**src/rtl/pico_ctrl_if.sv**
```systemverilog
// Control bus between the picoMips sequencer, its program ROM and the accumulator ALU / register file.
interface pico_ctrl_if #(
    parameter int PC_WIDTH = 8,
    parameter int IW       = 16,
    parameter int RA_WIDTH = 3
);
    logic [IW-1:0]       Instr;
    logic [PC_WIDTH-1:0] PC;
    logic [2:0]          Func;
    logic                WE;
    logic                SelSW;
    logic                SelImm;
    logic [7:0]          Imm;
    logic [RA_WIDTH-1:0] RegAddr;
    logic                RegWE;

    // Sequencer side: reads the instruction, drives the ROM address and datapath controls.
    modport master (
        input  Instr,
        output PC, Func, WE, SelSW, SelImm, Imm, RegAddr, RegWE
    );

    // ROM / datapath side.
    modport slave (
        output Instr,
        input  PC, Func, WE, SelSW, SelImm, Imm, RegAddr, RegWE
    );
endinterface

```
**src/rtl/pico_ctrl.sv**
```systemverilog
// picoMips instruction sequencer: program counter, instruction decode and the
// blocking wait-for-button handshake.
module pico_ctrl #(
    parameter int PC_WIDTH = 8,
    parameter int IW       = 16,
    parameter int RA_WIDTH = 3
) (
    input  logic        Clock,
    input  logic        nReset,
    input  logic        Btn,
    output logic        Waiting,
    pico_ctrl_if.master bus
);
    typedef enum logic [1:0] {RST, EXEC, W_PRESS, W_REL} state_t;

    localparam logic [2:0] OP_RTA  = 3'b000;
    localparam logic [2:0] OP_ADD  = 3'b001;
    localparam logic [2:0] OP_LSW  = 3'b010;
    localparam logic [2:0] OP_ADDI = 3'b011;
    localparam logic [2:0] OP_ATR  = 3'b100;
    localparam logic [2:0] OP_MULI = 3'b101;
    localparam logic [2:0] OP_JMP  = 3'b110;
    localparam logic [2:0] OP_WAIT = 3'b111;

    state_t              state_q;
    logic [PC_WIDTH-1:0] pc_q;
    logic [PC_WIDTH-1:0] pcInc_d;
    logic [PC_WIDTH-1:0] pcJmp_d;
    logic                waiting_q;
    logic                btnMeta_q;
    logic                btnSync_q;
    logic [2:0]          opcode;
    logic                inExec;
    logic                unusedRsvd;

    assign opcode     = bus.Instr[IW-1 -: 3];
    assign inExec     = (state_q == EXEC);
    assign pcInc_d    = pc_q + PC_WIDTH'(1);
    assign pcJmp_d    = PC_WIDTH'(bus.Instr[7:0]);
    assign unusedRsvd = ^bus.Instr[12:11];

    // Two-flop synchroniser for the asynchronous push button.
    always_ff @(posedge Clock or negedge nReset) begin
        if (!nReset) begin
            btnMeta_q <= 1'b0;
            btnSync_q <= 1'b0;
        end else begin
            btnMeta_q <= Btn;
            btnSync_q <= btnMeta_q;
        end
    end

    always_ff @(posedge Clock or negedge nReset) begin
        if (!nReset) begin
            state_q   <= RST;
            pc_q      <= '0;
            waiting_q <= 1'b0;
        end else begin
            case (state_q)
                RST: begin
                    state_q   <= EXEC;
                    pc_q      <= '0;
                    waiting_q <= 1'b0;
                end
                EXEC: begin
                    if (opcode == OP_WAIT) begin
                        state_q   <= W_PRESS;
                        waiting_q <= 1'b1;
                    end else if (opcode == OP_JMP) begin
                        pc_q <= pcJmp_d;
                    end else begin
                        pc_q <= pcInc_d;
                    end
                end
                W_PRESS: begin
                    if (btnSync_q) begin
                        state_q <= W_REL;
                    end
                end
                // The WAIT retires only once the button has been let go.
                W_REL: begin
                    if (!btnSync_q) begin
                        state_q   <= EXEC;
                        pc_q      <= pcInc_d;
                        waiting_q <= 1'b0;
                    end
                end
                default: begin
                    state_q   <= RST;
                    waiting_q <= 1'b0;
                end
            endcase
        end
    end

    always_comb begin
        bus.WE     = 1'b0;
        bus.SelSW  = 1'b0;
        bus.SelImm = 1'b0;
        bus.RegWE  = 1'b0;
        if (inExec) begin
            case (opcode)
                OP_RTA, OP_ADD: bus.WE = 1'b1;
                OP_LSW: begin
                    bus.WE    = 1'b1;
                    bus.SelSW = 1'b1;
                end
                OP_ADDI, OP_MULI: begin
                    bus.WE     = 1'b1;
                    bus.SelImm = 1'b1;
                end
                OP_ATR:  bus.RegWE = 1'b1;
                default: bus.WE    = 1'b0;
            endcase
        end
    end

    assign bus.PC      = pc_q;
    assign bus.Func    = opcode;
    assign bus.Imm     = bus.Instr[7:0];
    assign bus.RegAddr = bus.Instr[8+RA_WIDTH-1:8];
    assign Waiting     = waiting_q;
endmodule

```
**src/flat_wrapper.sv**
```systemverilog
// flat-port wrapper written by rule: the top's interface ports become plain ports
module pico_ctrl_flat 
#(
    parameter int PC_WIDTH = 8,
    parameter int IW       = 16,
    parameter int RA_WIDTH = 3
)
  (Clock, nReset, Btn, Waiting, bus_Instr, bus_PC, bus_Func, bus_WE, bus_SelSW, bus_SelImm, bus_Imm, bus_RegAddr, bus_RegWE);
  pico_ctrl_if #(.PC_WIDTH(PC_WIDTH), .IW(IW), .RA_WIDTH(RA_WIDTH)) bus_i ();
  input  logic Clock;
  input  logic nReset;
  input  logic Btn;
  output logic Waiting;
  input wire logic [$bits(bus_i.Instr)-1:0] bus_Instr;
  output wire logic [$bits(bus_i.PC)-1:0] bus_PC;
  output wire logic [$bits(bus_i.Func)-1:0] bus_Func;
  output wire logic [$bits(bus_i.WE)-1:0] bus_WE;
  output wire logic [$bits(bus_i.SelSW)-1:0] bus_SelSW;
  output wire logic [$bits(bus_i.SelImm)-1:0] bus_SelImm;
  output wire logic [$bits(bus_i.Imm)-1:0] bus_Imm;
  output wire logic [$bits(bus_i.RegAddr)-1:0] bus_RegAddr;
  output wire logic [$bits(bus_i.RegWE)-1:0] bus_RegWE;
  assign bus_i.Instr = bus_Instr;
  assign bus_PC = bus_i.PC;
  assign bus_Func = bus_i.Func;
  assign bus_WE = bus_i.WE;
  assign bus_SelSW = bus_i.SelSW;
  assign bus_SelImm = bus_i.SelImm;
  assign bus_Imm = bus_i.Imm;
  assign bus_RegAddr = bus_i.RegAddr;
  assign bus_RegWE = bus_i.RegWE;
  pico_ctrl #(.PC_WIDTH(PC_WIDTH), .IW(IW), .RA_WIDTH(RA_WIDTH)) u_core (.Clock(Clock), .nReset(nReset), .Btn(Btn), .Waiting(Waiting), .bus(bus_i));
endmodule
```
**config.mk**
```make
export PLATFORM = sky130hd
export DESIGN_NAME = pico_ctrl_flat
export DESIGN_NICKNAME = d
export VERILOG_FILES = /design/src/rtl/pico_ctrl_if.sv /design/src/rtl/pico_ctrl.sv /design/src/flat_wrapper.sv
export SDC_FILE = /design/constraint.sdc
export NUM_CORES = 1
export LEC_CHECK = 0
export BUFFER_PORTS_ARGS = -buffer_cell sky130_fd_sc_hd__buf_2
export CAP_MARGIN = 5
export CORE_UTILIZATION = 41
export DETAILED_ROUTE_END_ITERATION = 10
export GPL_ROUTABILITY_DRIVEN = 0
export PLACE_DENSITY = 0.81
export SYNTH_ARGS = -nofsm -noshare
export SYNTH_HDL_FRONTEND = slang
export SYNTH_SLANG_ARGS = --single-unit
```
**constraint.sdc**
```tcl
create_clock -name Clock -period 1.65 [get_ports Clock]
set_clock_uncertainty 0.05 [all_clocks]
set_input_delay 0.2475 -clock Clock [delete_from_list [all_inputs] [get_ports Clock]]
set_output_delay 0.2475 -clock Clock [all_outputs]
set_load 0.05 [all_outputs]
```
==> impl_metrics.tcl, run 1 <==
set metrics [dict create \
    antenna_found_initial 0 \
    cp_common_cell "buf_6" \
    worst_slack_ns -0.0373 \
    antenna_left 0 \
    final_common_cell "buf_2" \
    reg2reg_to "u_core.bus.PC[1]$_DFFE_PN0P_" \
    wirelength_um 2830 \
    grt_pass1_wl_um 4050 \
    setup_viol 5 \
    final_cell_area_um2 1470 \
    power_leakage_uw 0.000699 \
    cts_tree "built" \
    wl_per_cell_um 15.4 \
    synthDistinctLibCells 40 \
    most-common-layout-cells "buf_2, buf_4, dfrtp_1, buf_6, o21ai_1" \
    drt_iter0_markers 15 \
    post-route-period-util 1.02 \
    wl_met1_um 1120 \
    post_route_cells_drive_above_1_share 0.551 \
    seq_area_frac_synth 0.325 \
    die_area_um2 2640 \
    route.met2.wl_um 1490 \
    cts_inserted_buffers 3 \
    fmax_ghz 0.593 \
    synth_area_um2 1000 \
    async_reset_ff_frac 1.00 \
    status "finished with violations" \
    critical_path_class "flip-flop to primary output" \
    end_kind "primary output" \
    post-dp-hpwl_um 1810 \
    cts_max_level 1 \
    grt_usage 0.208 \
    syn_to_final_growth_pct 47.1 \
    timing.rr.start "u_core.state_q[0]$_DFFE_PN0P_" \
    synth_cells 114 \
    synth_seq_cells 13 \
    maxSlewViolCount 0 \
    violations "setup timing" \
    r2r_setup_slack_ns -0.02 \
    yosysWarnings 0 \
    fin_setup_tns_ns -0.0965 \
    clock_latency_ns 0.29 \
    tightest_slew_ns 0.343 \
    wl_met3_um 187 \
    hold_path_depth 3 \
    min_to "u_core.bus.PC[1]$_DFFE_PN0P_" \
    port_buffers 37 \
    drc_errors 0 \
    dpl_cell_area_um2 1190 \
    dp_slack_ns -0.0857 \
    crit_slowest_cell "dfrtp_1" \
    cts.root.buffer_cell "clkbuf_4" \
    routed_via_density 5.60 \
    synth_edf_count 0 \
    avgSynthCellArea_um2 8.78 \
    rows 17 \
    synthFlopType "dfrtp_1" \
    hp-class "input pin to flip-flop" \
    core_area_um2 2250 \
    hp-start "bus_Instr[1]" \
    cts.sinks 13 \
    min_period_ns 1.69 \
    rsz0062_at_grt "true" \
    pwr_density_cell_nw_per_um2 1920 \
    hold_viol_final 0 \
    crit_fanout 4 \
    clk_path_buf_depth 2 \
    worstPathRequired_ns 1.35 \
    firstDrtPassIters 4 \
    critPathArrivalTime_ns 1.39 \
    initial_utilization 0.444 \
    worstSetupStartpointType "flip-flop" \
    slew_headroom 0.771 \
    grt_pass1_vias 946 \
    dr_total_vias 1030 \
    grt_remaining_overflow 0 \
    syn-num-nets 139 \
    nets 182 \
    worstPathCellList "inv_2 -> ha_4 -> buf_6 -> nand2_4 -> nor3_4 -> buf_6" \
    die_y_um 51.4 \
    cp_slowest_stage_delay_ns 0.41 \
    fp.dieW_um 51.4 \
    ir_drop_mv 1.72 \
    ioPinCount 46 \
    cts.clk_slew.worst_paths_ns 0.09 \
    maxCapViolations 0 \
    r2r_cells 6 \
    grt_max_degree 14 \
    top_layer_used "met4" \
    antenna_cells 0 \
]
## synth_stat cells, drive strengths merged (2+ instances only)
library cell  count  share of area
nand2             6          0.022
nor2              7          0.036
and3              3          0.019
o21ai            12          0.060
nor3              4          0.020
ha                6          0.075
mux2i             2          0.020
nand3             3          0.015
nand2b            2          0.012
dfrtp            13           0.32
inv               6          0.022
a21oi             6          0.034
buf              20           0.14
a32oi             3          0.026
## report_power, final
| group | internal [uW] | switching [uW] | leakage, uW |
|---|---|---|---|
| clock network | 90.4 | 126 | 0.0000177 |
| registers | 423 | 119 | 0.000166 |
| logic | 917 | 1160 | 0.000515 |
## layer usage
| layer | GRT usage | vias to the layer above |
|---|---|---|
| met1 | 0.245 | 501 |
| met3 | 0.0685 | 4 |
| met5 | 0 | - |
| li1 | - | 476 |
| met4 | 0.0721 | 0 |
| met2 | 0.348 | 49 |
## flip-flops by register name, summed over array words and instances, names as in the netlist
signal,flops
u_core.bus.PC,8
u_core.Waiting,1
u_core.btnSync_q,1
u_core.state_q,2
u_core.btnMeta_q,1
## cells by family (layout without fill, tap and decap cells)
group | Yosys count | after routing | share of synthesized area
AND/OR/NAND/NOR | 34 | 34 | 0.204
flip-flops | 13 | 13 | 0.325
buffers and inverters | 27 | 69 | 0.162
AO/OA/AOI/OAI | 31 | 31 | 0.205
XOR/XNOR | 1 | 1 | 0.00875
multiplexers | 2 | 2 | 0.0200
adder cells (fa/ha/maj) | 6 | 6 | 0.0750
## metrics by stage
stage	hold WS [ns]	utilization	power, uW	instances
global placement	0.0999	0.529	1980	169
detailed placement	0.105	0.529	2040	169
finish	0.188	0.653	2830	184
CTS	0.182	0.602	2530	180
floorplan	-0.0981	-	1590	114
global route	0.191	0.653	3010	184
## worst max-delay path: cells and delay by family (launching register included)
| family | cells | cell delay (ns) |
|---|---|---|
| buf+inv | 3 | 0.36 |
| fa+ha+maj | 1 | 0.15 |
| flops | 1 | 0.41 |
| simple gates | 2 | 0.17 |
## worst max path at each step
stage                                              from                      endpoint  slack (ns)  cells after the start
after floorplan           u_core.state_q[1]$_DFFE_PN0P_                     bus_SelSW       -0.17                      4
after global placement    u_core.state_q[1]$_DFFE_PN0P_  u_core.bus.PC[1]$_DFFE_PN0P_       -0.03                      7
after detailed placement  u_core.state_q[1]$_DFFE_PN0P_  u_core.bus.PC[1]$_DFFE_PN0P_       -0.09                      7
after CTS                 u_core.state_q[1]$_DFFE_PN0P_                     bus_RegWE       -0.05                      6
after global routing      u_core.state_q[1]$_DFFE_PN0P_                     bus_RegWE       -0.11                      6
final                     u_core.state_q[1]$_DFFE_PN0P_                     bus_RegWE       -0.04                      6
## final cells by class
| class | count | area, um^2 |
|---|---|---|
| fillers | 178 | 782 |
| multi-input cells | 74 | 647 |
| repair buffers | 59 | 414 |
| flip-flops and latches | 13 | 327 |
| well taps | 28 | 35.0 |
| clock buffers | 3 | 22.5 |
| inverters | 6 | 22.5 |
| clock inverters | 1 | 5.00 |
## timing repair
action	in CTS	in global routing
pin swaps	4	7
buffers inserted	5	3
hold buffers	2	0
resized for setup	23	21
cloned	0	1
endpoints found under the hold margin	14	0
endpoints found under the setup margin	10	12
No activity file was read; power rests on OpenSTA's default activity.
==> run 2, diff against run 1 <==
- RECOVER_POWER: default -> 25
==> run 2 against run 1 <==
Against the previous run:
- the run still ends with setup timing left
- critical path depth is the same
- via count is the same
- power is essentially flat
- highest routed layer unchanged
==> impl_metrics.tcl, run 2 (same netlist as run 1, synthesis figures left out) <==
set metrics [dict create \
    status "finished with violations" \
    ir_drop_mv 1.72 \
    post-route-period-util 1.02 \
    clk_path_buf_depth 2 \
    grt_usage 0.208 \
    cts_tree "built" \
    post_route_cells_drive_above_1_share 0.545 \
    die_y_um 51.4 \
    hp-class "input pin to flip-flop" \
    power_leakage_uw 0.000696 \
    worst_slack_ns -0.0373 \
    cts.root.buffer_cell "clkbuf_4" \
    clockPowerShare 0.076 \
    initial_utilization 0.444 \
    critPathArrivalTime_ns 1.39 \
    crit_slowest_cell "dfrtp_1" \
    maxSlewViolCount 0 \
    setup_viol 5 \
    fin_cells 184 \
    core_area_um2 2250 \
    comb_power_share 0.732 \
    power_frac_seq 0.192 \
    p_total_uw 2830 \
    drc_errors 0 \
    cts.clk_slew.worst_paths_ns 0.09 \
    tightest_slew_ns 0.758 \
    grt_pass1_wl_um 4050 \
    netSwitchingFraction 0.495 \
    nets 182 \
    die_area_um2 2640 \
    fmax_ghz 0.593 \
    drt_iter0_markers 15 \
    rsz0062_at_grt "true" \
    fp.dieW_um 51.4 \
    fin_hold_ws_ns 0.188 \
    ioPinCount 46 \
    worstPathCellList "inv_2 -> ha_4 -> buf_6 -> nand2_4 -> nor3_4 -> buf_6" \
    routed_via_density 5.60 \
    grt_pass1_vias 946 \
    cp_slowest_stage_delay_ns 0.41 \
    crit_start "u_core.state_q[1]$_DFFE_PN0P_" \
    worstSetupStartpointType "flip-flop" \
    wirelength_um 2830 \
    wl_per_cell_um 15.4 \
    antenna_left 0 \
    critical_path_class "flip-flop to primary output" \
    final_common_cell "buf_2" \
    cp.depth 6 \
    firstDrtPassIters 4 \
    cp_top_family "flip-flops" \
    grt_remaining_overflow 0 \
    clock_latency_ns 0.29 \
    crit_fanout 4 \
    dp_cells 169 \
    grt_max_degree 14 \
    end_kind "primary output" \
    antenna_found_initial 0 \
    pwr_density_cell_nw_per_um2 1920 \
    worstPathRequired_ns 1.35 \
    min_period_ns 1.69 \
    cts.sinks 13 \
    reg2reg_to "u_core.bus.PC[1]$_DFFE_PN0P_" \
    post-dp-hpwl_um 1810 \
    antenna_cells 0 \
    path_buf_inv 3 \
    cts_inserted_buffers 3 \
    most-common-layout-cells "buf_2, buf_4, dfrtp_1, buf_6, o21ai_1" \
    maxCapViolations 0 \
    r2r_setup_slack_ns -0.02 \
    p_sw_uw 1400 \
    hold_viol_final 0 \
    critPathCapture "bus_RegWE" \
    p_int_uw 1430 \
    cts_max_level 1 \
    port_buffers 37 \
    cp_common_cell "buf_6" \
    slew_headroom 0.495 \
    timing.rr.start "u_core.state_q[0]$_DFFE_PN0P_" \
    syn_to_final_growth_pct 47.0 \
    r2r_cells 6 \
    violations "setup timing" \
    dr_total_vias 1030 \
    largest_reg_flops 8 \
    rows 17 \
]
run 2: cell count changes in the layout (fill, tap and decap cells not counted):
cell / previous run / this run
clkbuf_1: 0 / 1
buf_2: 33 / 32
run 2: layout make-up:
type / count / area (um^2)
clock buffers: 3 / 22.5
fillers: 178 / 783
well taps: 28 / 35.0
multi-input cells: 74 / 647
inverters: 6 / 22.5
repair buffers: 59 / 413
flip-flops and latches: 13 / 327
clock inverters: 1 / 5.00
run 2: worst reg2reg max path: stages (launching register included):
cell and delay (ns):
dfrtp_2 0.44, buf_4 0.15, ha_4 0.17, and4bb_4 0.37, nor2_4 0.08, a221oi_2 0.24, nor2_1 0.07
run 2: how the worst min path moves through the flow:
stage | start | end | slack (ns) | cells past startpoint
floorplan | nReset | u_core.Waiting$_DFFE_PN0P_ | -0.1 | 0
global placement | nReset | u_core.bus.PC[6]$_DFFE_PN0P_ | 0.1 | 1
detailed placement | nReset | u_core.bus.PC[6]$_DFFE_PN0P_ | 0.11 | 1
CTS | bus_Instr[4] | u_core.bus.PC[4]$_DFFE_PN0P_ | 0.18 | 3
global route | bus_Instr[1] | u_core.bus.PC[1]$_DFFE_PN0P_ | 0.19 | 3
finish | bus_Instr[1] | u_core.bus.PC[1]$_DFFE_PN0P_ | 0.19 | 3
run 2: power groups by stage:
| stage | clock network [uW] | registers (uW) | logic [uW] |
|---|---|---|---|
| 6_report | 216 | 542 | 2070 |
| 5_1_grt | 241 | 555 | 2210 |
| 4_1_cts | 221 | 538 | 1770 |
| 3_5_place_dp | 0 | 532 | 1510 |
| 3_3_place_gp | 0 | 520 | 1460 |
| 2_1_floorplan | 0 | 762 | 826 |
run 2: metal layers:
metal	vias to the layer above	wire, um	GRT usage	part of all wire
met4	0	27	0.0721	0.0095
met1	501	1120	0.245	0.40
met2	49	1490	0.348	0.53
met3	4	187	0.0685	0.066
li1	476	-	-	-
met5	-	0	0	0
run 2: what timing repair did:
action,CTS,global route
pin swaps,4,7
resized for setup,23,21
gates cloned,0,1
setup buffers,5,3
setup endpoints to repair,10,12
hold buffers,2,0
endpoints found under the hold margin,14,0
run 2: per-stage QoR:
stage,TNS [ns],cell area (um^2),utilization,worst slack (ns)
2_1_floorplan,-0.171,1030,-,-0.171
3_3_place_gp,-0.0284,1190,0.529,-0.0284
3_5_place_dp,-0.238,1190,0.529,-0.0857
4_1_cts,-0.157,1360,0.602,-0.0509
5_1_grt,-0.813,1470,0.653,-0.107
6_report,-0.0964,1470,0.653,-0.0373
==> run 3, diff against run 2 <==
- CTS_BUF_LIST: default -> sky130_fd_sc_hd__clkbuf_16
==> run 3 against run 2 <==
Against the previous run:
- the run still ends with setup timing left
- critical path depth stayed put
- core utilization is 5.0 points lower
- fmax is 1.6% higher
- non-clock buffer count is 8 lower
- first-iteration DRC count grew to 2.5 times the previous value
- clock-buffer cell count stayed put
- largest power group unchanged
==> impl_metrics.tcl, run 3 (same netlist as run 1, synthesis figures left out) <==
set metrics [dict create \
    worst_slack_ns -0.00993 \
    multi_input_area_um2 573 \
    maxSlewViolCount 0 \
    core_area_um2 2250 \
    firstDrtPassIters 4 \
    fin_setup_tns_ns -0.0130 \
    antenna_cells 0 \
    drc_errors 0 \
    tightest_slew_ns 0.780 \
    timing.rr.start "u_core.state_q[0]$_DFFE_PN0P_" \
    rows 17 \
    violations "setup timing" \
    clk_path_buf_depth 2 \
    fin_cells 176 \
    initial_utilization 0.444 \
    grt_pass1_vias 924 \
    worstPathCellList "inv_2 -> ha_4 -> buf_6 -> nand2_4 -> nor3_4 -> buf_6" \
    min_period_ns 1.66 \
    crit_slowest_cell "dfrtp_1" \
    crit_start "u_core.state_q[1]$_DFFE_PN0P_" \
    cp_common_cell "buf_6" \
    cts_max_level 1 \
    dp_slack_ns -0.0857 \
    die_area_um2 2640 \
    reg2reg_to "u_core.bus.PC[1]$_DFFE_PN0P_" \
    wirelength_um 2520 \
    wl_per_cell_um 14.3 \
    hp-class "input pin to flip-flop" \
    syn_to_final_growth_pct 35.6 \
    p_total_uw 2680 \
    cts_tree "built" \
    critPathCapture "bus_RegWE" \
    grt_pass1_wl_um 4020 \
    grt_max_degree 14 \
    cts.sinks 13 \
    pwr_density_cell_nw_per_um2 1970 \
    cp_slowest_stage_delay_ns 0.42 \
    final_common_cell "buf_2" \
    setup_viol 2 \
    cts.root.buffer_cell "clkbuf_16" \
    rsz0062_at_grt "true" \
    most-common-layout-cells "buf_2, buf_4, dfrtp_1, o21ai_1" \
    fp.dieW_um 51.4 \
    r2r_setup_slack_ns 0 \
    ioPinCount 46 \
    post_route_cells_drive_above_1_share 0.453 \
    grt_remaining_overflow 0 \
    routed_via_density 5.55 \
    hold_viol_final 0 \
    status "finished with violations" \
    antenna_found_initial 0 \
    grt_usage 0.206 \
    cts_inserted_buffers 3 \
    drt_iter0_markers 38 \
    critical_path_class "flip-flop to primary output" \
    antenna_left 0 \
    worstSetupStartpointType "flip-flop" \
    largest_reg_flops 8 \
    ir_drop_mv 1.85 \
    fill_cells 201 \
    end_kind "primary output" \
    r2r_cells 5 \
    dp_cells 169 \
    regArea_um2 327 \
    slew_headroom 0.480 \
    nets 174 \
    worstPathRequired_ns 1.35 \
    power_leakage_uw 0.000665 \
    fmax_ghz 0.602 \
    port_buffers 37 \
    maxCapViolations 0 \
    cts.clk_slew.worst_paths_ns 0.05 \
    die_y_um 51.4 \
    post-route-period-util 1.01 \
    dr_total_vias 976 \
    crit_fanout 5 \
    critPathArrivalTime_ns 1.36 \
    post-dp-hpwl_um 1810 \
    clock_latency_ns 0.25 \
]
run 3: cell types whose count changed in the layout (fill, tap and decap cells not counted), sizes merged:
cell	delta
buf	-7
dlygate4sd3	-1
run 3: final cells by class:
| type | instances | share of cell area |
|---|---|---|
| multi-input combinational | 74 | 0.422 |
| sequential | 13 | 0.241 |
| timing repair buffer | 51 | 0.236 |
| clock buffer | 3 | 0.0553 |
| tap | 28 | 0.0258 |
| inverter | 6 | 0.0166 |
| clock inverter | 1 | 0.00369 |
run 3: repair_timing:
action,4_1_cts,5_1_grt
setup buffers,1,1
cloned,0,0
hold endpoints to repair,13,0
pin swaps,2,1
setup endpoints to repair,9,12
resized for setup,13,7
hold buffers,1,0
run 3: worst max-delay path: cells and delay by family (launching register included):
kind	cells	cell delay, ns
adders and majority gates	1	0.16
DFF	1	0.42
and+or+nand+nor	2	0.17
buffers and inverters	3	0.37
run 3: worst min-delay path by stage:
stage	start	endpoint	slack, ns	depth (start not counted)
finish	Btn	u_core.btnMeta_q$_DFF_PN0_	0.06	1
global route	Btn	u_core.btnMeta_q$_DFF_PN0_	0.05	1
CTS	Btn	u_core.btnMeta_q$_DFF_PN0_	0.06	1
detailed placement	nReset	u_core.bus.PC[6]$_DFFE_PN0P_	0.11	1
global placement	nReset	u_core.bus.PC[6]$_DFFE_PN0P_	0.1	1
floorplan	nReset	u_core.Waiting$_DFFE_PN0P_	-0.1	0
run 3: power by group:
group,internal (uW),total (uW),switching (uW)
Clock,323,468,144
Combinational,675,1670,994
Sequential,425,543,118
Total,1420,2680,1260
run 3: per-layer routing:
layer,vias up,global-route usage,routed length (um)
li1,464,-,-
met1,464,0.247,1020
met2,44,0.348,1320
met3,4,0.0565,171
met4,0,0.0766,17
met5,-,0,0
run 3: per-stage QoR:
stage                     hold slack, ns  area, um^2  utilization
after floorplan                  -0.0981        1030            -
after global placement            0.0999        1190        0.529
after detailed placement           0.105        1190        0.529
after CTS                         0.0552        1340        0.593
after global routing              0.0492        1360        0.602
final                             0.0572        1360        0.602
